==> src/rtl/rs232c_pkg.sv <==
// Shared definitions for the RS232C receive/transmit pair.
package rs232c_pkg;

  localparam int DEFAULT_BIT_CYCLES = 868;
  localparam int FRAME_DATA_BITS    = 8;

  typedef enum logic [2:0] {
    IDLE,
    START,
    DATA,
    PARITY,
    STOP,
    BRK
  } rx_state_t;

endpackage

==> src/rtl/sync_2ff.sv <==
// Multi-flop bit synchroniser for asynchronous pins; all stages reset to 1 (idle line level).
module sync_2ff #(
  parameter int STAGES = 2
) (
  input  logic clk,
  input  logic rstn,
  input  logic d,
  output logic q
);

  logic [STAGES-1:0] ff;

  always_ff @(posedge clk or negedge rstn) begin
    if (!rstn) begin
      ff <= '1;
    end else begin
      ff <= {ff[STAGES-2:0], d};
    end
  end

  assign q = ff[STAGES-1];

endmodule

==> src/rtl/rs232c_rx.sv <==
// RS232C 8N1 receiver with mid-bit sampling from a cycle counter.
// Define RS232C_RX_PARITY_EN for 8E1 frames with an extra par_err pulse output.
module rs232c_rx
  import rs232c_pkg::*;
#(
  parameter int BIT_CYCLES  = DEFAULT_BIT_CYCLES,
  parameter int SYNC_STAGES = 2
) (
  input  logic       clk,
  input  logic       rstn,
  input  logic       uart_rxd,
  output logic [7:0] rxdata,
  output logic       rx_valid,
  output logic       frame_err,
  output logic       busy,
  output logic [7:0] LED
`ifdef RS232C_RX_PARITY_EN
  ,
  output logic       par_err
`endif
);

  localparam logic [15:0] LAST     = 16'(BIT_CYCLES - 1);
  localparam logic [15:0] MID_LAST = 16'(BIT_CYCLES / 2 - 1);

  rx_state_t        state;
  logic [15:0]      cnt;
  logic [2:0]       bitidx;
  logic [7:0]       shreg;
  logic             rxs;
  logic             rxs_d;
  logic [SYNC_STAGES:0] prime;
`ifdef RS232C_RX_PARITY_EN
  logic             par_bad;
`endif

  sync_2ff #(
    .STAGES(SYNC_STAGES)
  ) u_sync (
    .clk (clk),
    .rstn(rstn),
    .d   (uart_rxd),
    .q   (rxs),
    .*
  );

  // Edge detection is held off until the synchroniser carries real pin samples,
  // so a line already low at reset release cannot fake a start edge.
  always_ff @(posedge clk or negedge rstn) begin
    if (!rstn) begin
      state     <= IDLE;
      cnt       <= '0;
      bitidx    <= '0;
      shreg     <= '0;
      rxs_d     <= 1'b1;
      prime     <= '0;
      rxdata    <= '0;
      LED       <= '0;
      rx_valid  <= 1'b0;
      frame_err <= 1'b0;
      busy      <= 1'b0;
`ifdef RS232C_RX_PARITY_EN
      par_bad   <= 1'b0;
      par_err   <= 1'b0;
`endif
    end else begin
      rxs_d     <= rxs;
      prime     <= {prime[SYNC_STAGES-1:0], 1'b1};
      rx_valid  <= 1'b0;
      frame_err <= 1'b0;
`ifdef RS232C_RX_PARITY_EN
      par_err   <= 1'b0;
`endif
      case (state)
        IDLE: begin
          if (prime[SYNC_STAGES] && rxs_d && !rxs) begin
            cnt   <= '0;
            state <= START;
            busy  <= 1'b1;
          end
        end
        START: begin
          if (cnt == MID_LAST) begin
            if (rxs) begin
              state <= IDLE;
              busy  <= 1'b0;
            end else begin
              cnt    <= '0;
              bitidx <= '0;
              state  <= DATA;
            end
          end else begin
            cnt <= cnt + 16'd1;
          end
        end
        DATA: begin
          if (cnt == LAST) begin
            shreg  <= {rxs, shreg[7:1]};
            cnt    <= '0;
            bitidx <= bitidx + 3'd1;
            if (bitidx == 3'd7) begin
`ifdef RS232C_RX_PARITY_EN
              state <= PARITY;
`else
              state <= STOP;
`endif
            end
          end else begin
            cnt <= cnt + 16'd1;
          end
        end
`ifdef RS232C_RX_PARITY_EN
        PARITY: begin
          if (cnt == LAST) begin
            par_bad <= ^{shreg, rxs};
            cnt     <= '0;
            state   <= STOP;
          end else begin
            cnt <= cnt + 16'd1;
          end
        end
`endif
        STOP: begin
          if (cnt == LAST) begin
            cnt <= '0;
            if (rxs) begin
`ifdef RS232C_RX_PARITY_EN
              if (par_bad) begin
                par_err <= 1'b1;
              end else begin
                rxdata   <= shreg;
                LED      <= shreg;
                rx_valid <= 1'b1;
              end
`else
              rxdata   <= shreg;
              LED      <= shreg;
              rx_valid <= 1'b1;
`endif
              state <= IDLE;
              busy  <= 1'b0;
            end else begin
              frame_err <= 1'b1;
              state     <= BRK;
            end
          end else begin
            cnt <= cnt + 16'd1;
          end
        end
        BRK: begin
          if (rxs) begin
            state <= IDLE;
            busy  <= 1'b0;
          end
        end
        default: begin
          state <= IDLE;
          busy  <= 1'b0;
        end
      endcase
    end
  end

endmodule

==> config.mk <==
export PLATFORM = sky130hd
export DESIGN_NAME = rs232c_rx
export DESIGN_NICKNAME = d
export VERILOG_FILES = /design/src/rtl/rs232c_pkg.sv /design/src/rtl/sync_2ff.sv /design/src/rtl/rs232c_rx.sv
export SDC_FILE = /design/constraint.sdc
export NUM_CORES = 1
export LEC_CHECK = 0
export CORE_ASPECT_RATIO = 0.8
export CORE_MARGIN = 2
export CORE_UTILIZATION = 63
export DETAILED_ROUTE_END_ITERATION = 10
export DONT_BUFFER_PORTS = 1
export GPL_TIMING_DRIVEN = 0
export HOLD_SLACK_MARGIN = 0.1
export PLACE_DENSITY = 0.79
export SYNTH_ARGS = -nofsm -noshare
export SYNTH_HDL_FRONTEND = slang
export SYNTH_SLANG_ARGS = --single-unit
==> constraint.sdc <==
create_clock -name clk -period 2.55 [get_ports clk]
set_input_delay 0.1275 -clock clk [delete_from_list [all_inputs] [get_ports clk]]
set_output_delay 0.1275 -clock clk [all_outputs]
set_load 0.005 [all_outputs]
==> reports/metrics.cfg <==
[clock_network]
insertion_delay_ns = 0.30
postCtsSetupBuffers = 0
clock-sinks = 47
tritoncts.num_buffers = 5
deepest_clock_path_buffer_count = 2
cts_tree = yes
cts.htree.levels = 2
worst_path_clk_slew_ns = 0.10
root_buffer = sky130_fd_sc_hd__clkbuf_8

[timing]
final-setup-viol-count = 0
post_route_clock_skew_ns = 0.00678
fin_crit_sh = 0.936
fmax_mhz = 419
setup_repair_after_global_routing_missed_its_margin = no
layout_min_cycle_time_ns = 2.39
slew_viol_final = 0
final_hold_viol_count = 0
fin_tns_setup_ns = 0

[grt]
grt_overflow_total = 0
maximum_number_of_pins_on_one_net_before_global_route_repair = 48
first_global_vias = 1572
initial_antenna_violation_count = 0
grtUsageTotal = 0.221
grt_first_pass_wirelength_um = 7360

[min_path]
timing.hold.worst.class = primary input to async pin

[synth]
synth-edff-count = 0
ys.flop_type = sky130_fd_sc_hd__dfrtp_1
synth_seq_cells = 47
synth-seq-area-share = 0.486
async_flop_share = 1.00
synth.cell_area_um2 = 2430
ys_warn_count = 0
synth_fp_nets = 240
syn_area_per_cell_um2 = 10.5
netlist_instances = 232
synth.distinct_cells = 56

[detailed_routing]
via_per_inst = 6.04
first_iter_violations = 157
drt-wirelength-per-cell_um = 15.1
drt_pass1_iterations = 4
detail_route.wirelength_um = 4330
antenna_left = 0
remaining_drc_errors = 0
detailroute.via_count = 1734

[die]
die_w_um = 73.4
placement_rows = 20
floorplan_core_area_um2 = 3750
die_height_um = 59.5
floorplan.io_pins = 22
start_util = 0.647
floorplan.die_area_um2 = 4370

[critical_path]
cp-start-kind = register
startpoint = cnt[2]
worst_r2r_path_depth = 6
timing_worst_setup_path_type = register to register
r2r_startpoint = cnt[2]
r2r-end = cnt[10]
critical_path_endpoint_category = register
critPathArrivalTime_ns = 2.57
timing.critical_path.required_ns = 2.73
rrSetupSlack_ns = 0.16
critical_path_peak_fanout = 10

[layout]
leading_cell_types_in_the_layout_fill_and_taps_excluded = 44 x sky130_fd_sc_hd__dfrtp_1, 34 x sky130_fd_sc_hd__nand2_1, 17 x sky130_fd_sc_hd__nor2_1
flow.area_growth_from_synthesis_pct = 8.19
layout.nets = 250
final_common_cell = sky130_fd_sc_hd__dfrtp_1
post_route_cells_drive_above_1_share = 0.218
antenna_cells_inserted = 0
fin_cells = 287
final_core_util = 0.700

[placement]
numPortBuffers = 0
gp_congestion = 0.919
placed_cells_incl_taps = 276
dp.final_hpwl_um = 3100

[pwr]
totalPowerFinal_mw = 1.70
leakage_nw = 1.20
power.density_cell_area_nw_per_um2 = 648
ir_drop_uv = 550

[flow_run]
max_cap_violations = 0

[run_status]
outcome = completed

[what timing repair did]
action                                  in CTS  in global routing
endpoints found under the setup margin       0                  2
endpoints found under the hold margin       48                  0
gates resized for setup                      0                  2
hold buffers                                 3                  0
[worst max path at each step]
| stage | to | depth (start not counted) |
|---|---|---|
| 3_5_place_dp | cnt[10] | 6 |
| 5_1_grt | cnt[9] | 6 |
| 4_1_cts | cnt[10] | 6 |
| 3_3_place_gp | cnt[5] | 6 |
| 2_1_floorplan | LED[1] | 5 |
| 6_report | cnt[10] | 6 |
[registers in the layout, indices dropped and copies added, names as in the netlist]
register	cells
cnt	16
LED	8
shreg	8
bitidx	3
prime	3
state	3
u_sync.ff	2
busy	1
frame_err	1
rx_valid	1
rxs_d	1
[cells in the mapped netlist, drive strengths merged, types with 2 or more instances]
library cell  number  area share
nand3              4      0.0082
o21ai             16       0.033
dfrtp             44        0.45
nand2             35       0.055
mux2              17       0.083
nor2              17       0.026
buf               12       0.037
a22oi              2      0.0062
and3               2      0.0051
o211ai             9       0.028
nand3b             2      0.0062
a32o               2      0.0082
nor4               5       0.019
inv                7       0.011
a31o               2      0.0072
and4               3       0.011
and2               3      0.0077
clkbuf             6      0.0093
ha                 5       0.026
o22ai              5       0.015
or4b               2      0.0098
nor3               2      0.0041
nand4              4       0.016
dfstp              3       0.032
[metrics by stage]
step / hold WS (ns) / setup slack (ns) / instance area, um^2
after floorplan: -0.168 / 0.392 / 2430
after global placement: -0.167 / 0.193 / 2480
after detailed placement: -0.167 / 0.163 / 2480
after CTS: 0.331 / 0.151 / 2630
after global routing: 0.333 / 0.00290 / 2630
final: 0.336 / 0.163 / 2630
[worst max-delay path: stages (launching register included)]
cell and delay, ns:
sky130_fd_sc_hd__dfrtp_1 0.45, sky130_fd_sc_hd__or4b_4 0.62, sky130_fd_sc_hd__nor4_4 0.41, sky130_fd_sc_hd__nor2_1 0.20, sky130_fd_sc_hd__clkbuf_1 0.25, sky130_fd_sc_hd__o21ai_0 0.23, sky130_fd_sc_hd__o211ai_1 0.11
[final cells by class]
| class | count | area (um^2) |
|---|---|---|
| clock buffer | 5 | 68.8 |
| fill | 285 | 1120 |
| buffer | 18 | 113 |
| inverter | 7 | 26.3 |
| timing repair buffer | 3 | 47.5 |
| sequential | 47 | 1180 |
| multi-input combinational | 160 | 1110 |
| tap | 44 | 55.1 |
| clock inverter | 3 | 26.3 |
[power by group]
group	switching (mW)	total (mW)	internal, mW
logic	0.240	0.377	0.137
clock network	0.271	0.473	0.202
registers	0.0557	0.853	0.797
total	0.567	1.70	1.14
[layer usage]
layer,wire [um],global-route usage,vias to the layer above
met1,2260,0.342,835
li1,-,-,849
met4,40,0.0779,0
met2,1770,0.302,45
met5,0,0,-
met3,253,0.0527,5
[kinds of logic (layout without fill, tap and decap cells)]
group / Yosys count / after routing / share of synthesized area
other: 1 / 1 / 0.00154
buffers and inverters: 25 / 36 / 0.0566
muxes: 17 / 17 / 0.0834
xor gates and xnor gates: 1 / 1 / 0.00361
and+or+nand+nor: 89 / 89 / 0.202
DFF: 47 / 47 / 0.486
adders and majority gates: 6 / 6 / 0.0299
AOI/OAI and AO/OA: 46 / 46 / 0.137
Note: power is estimated with default switching activity, not from simulation.
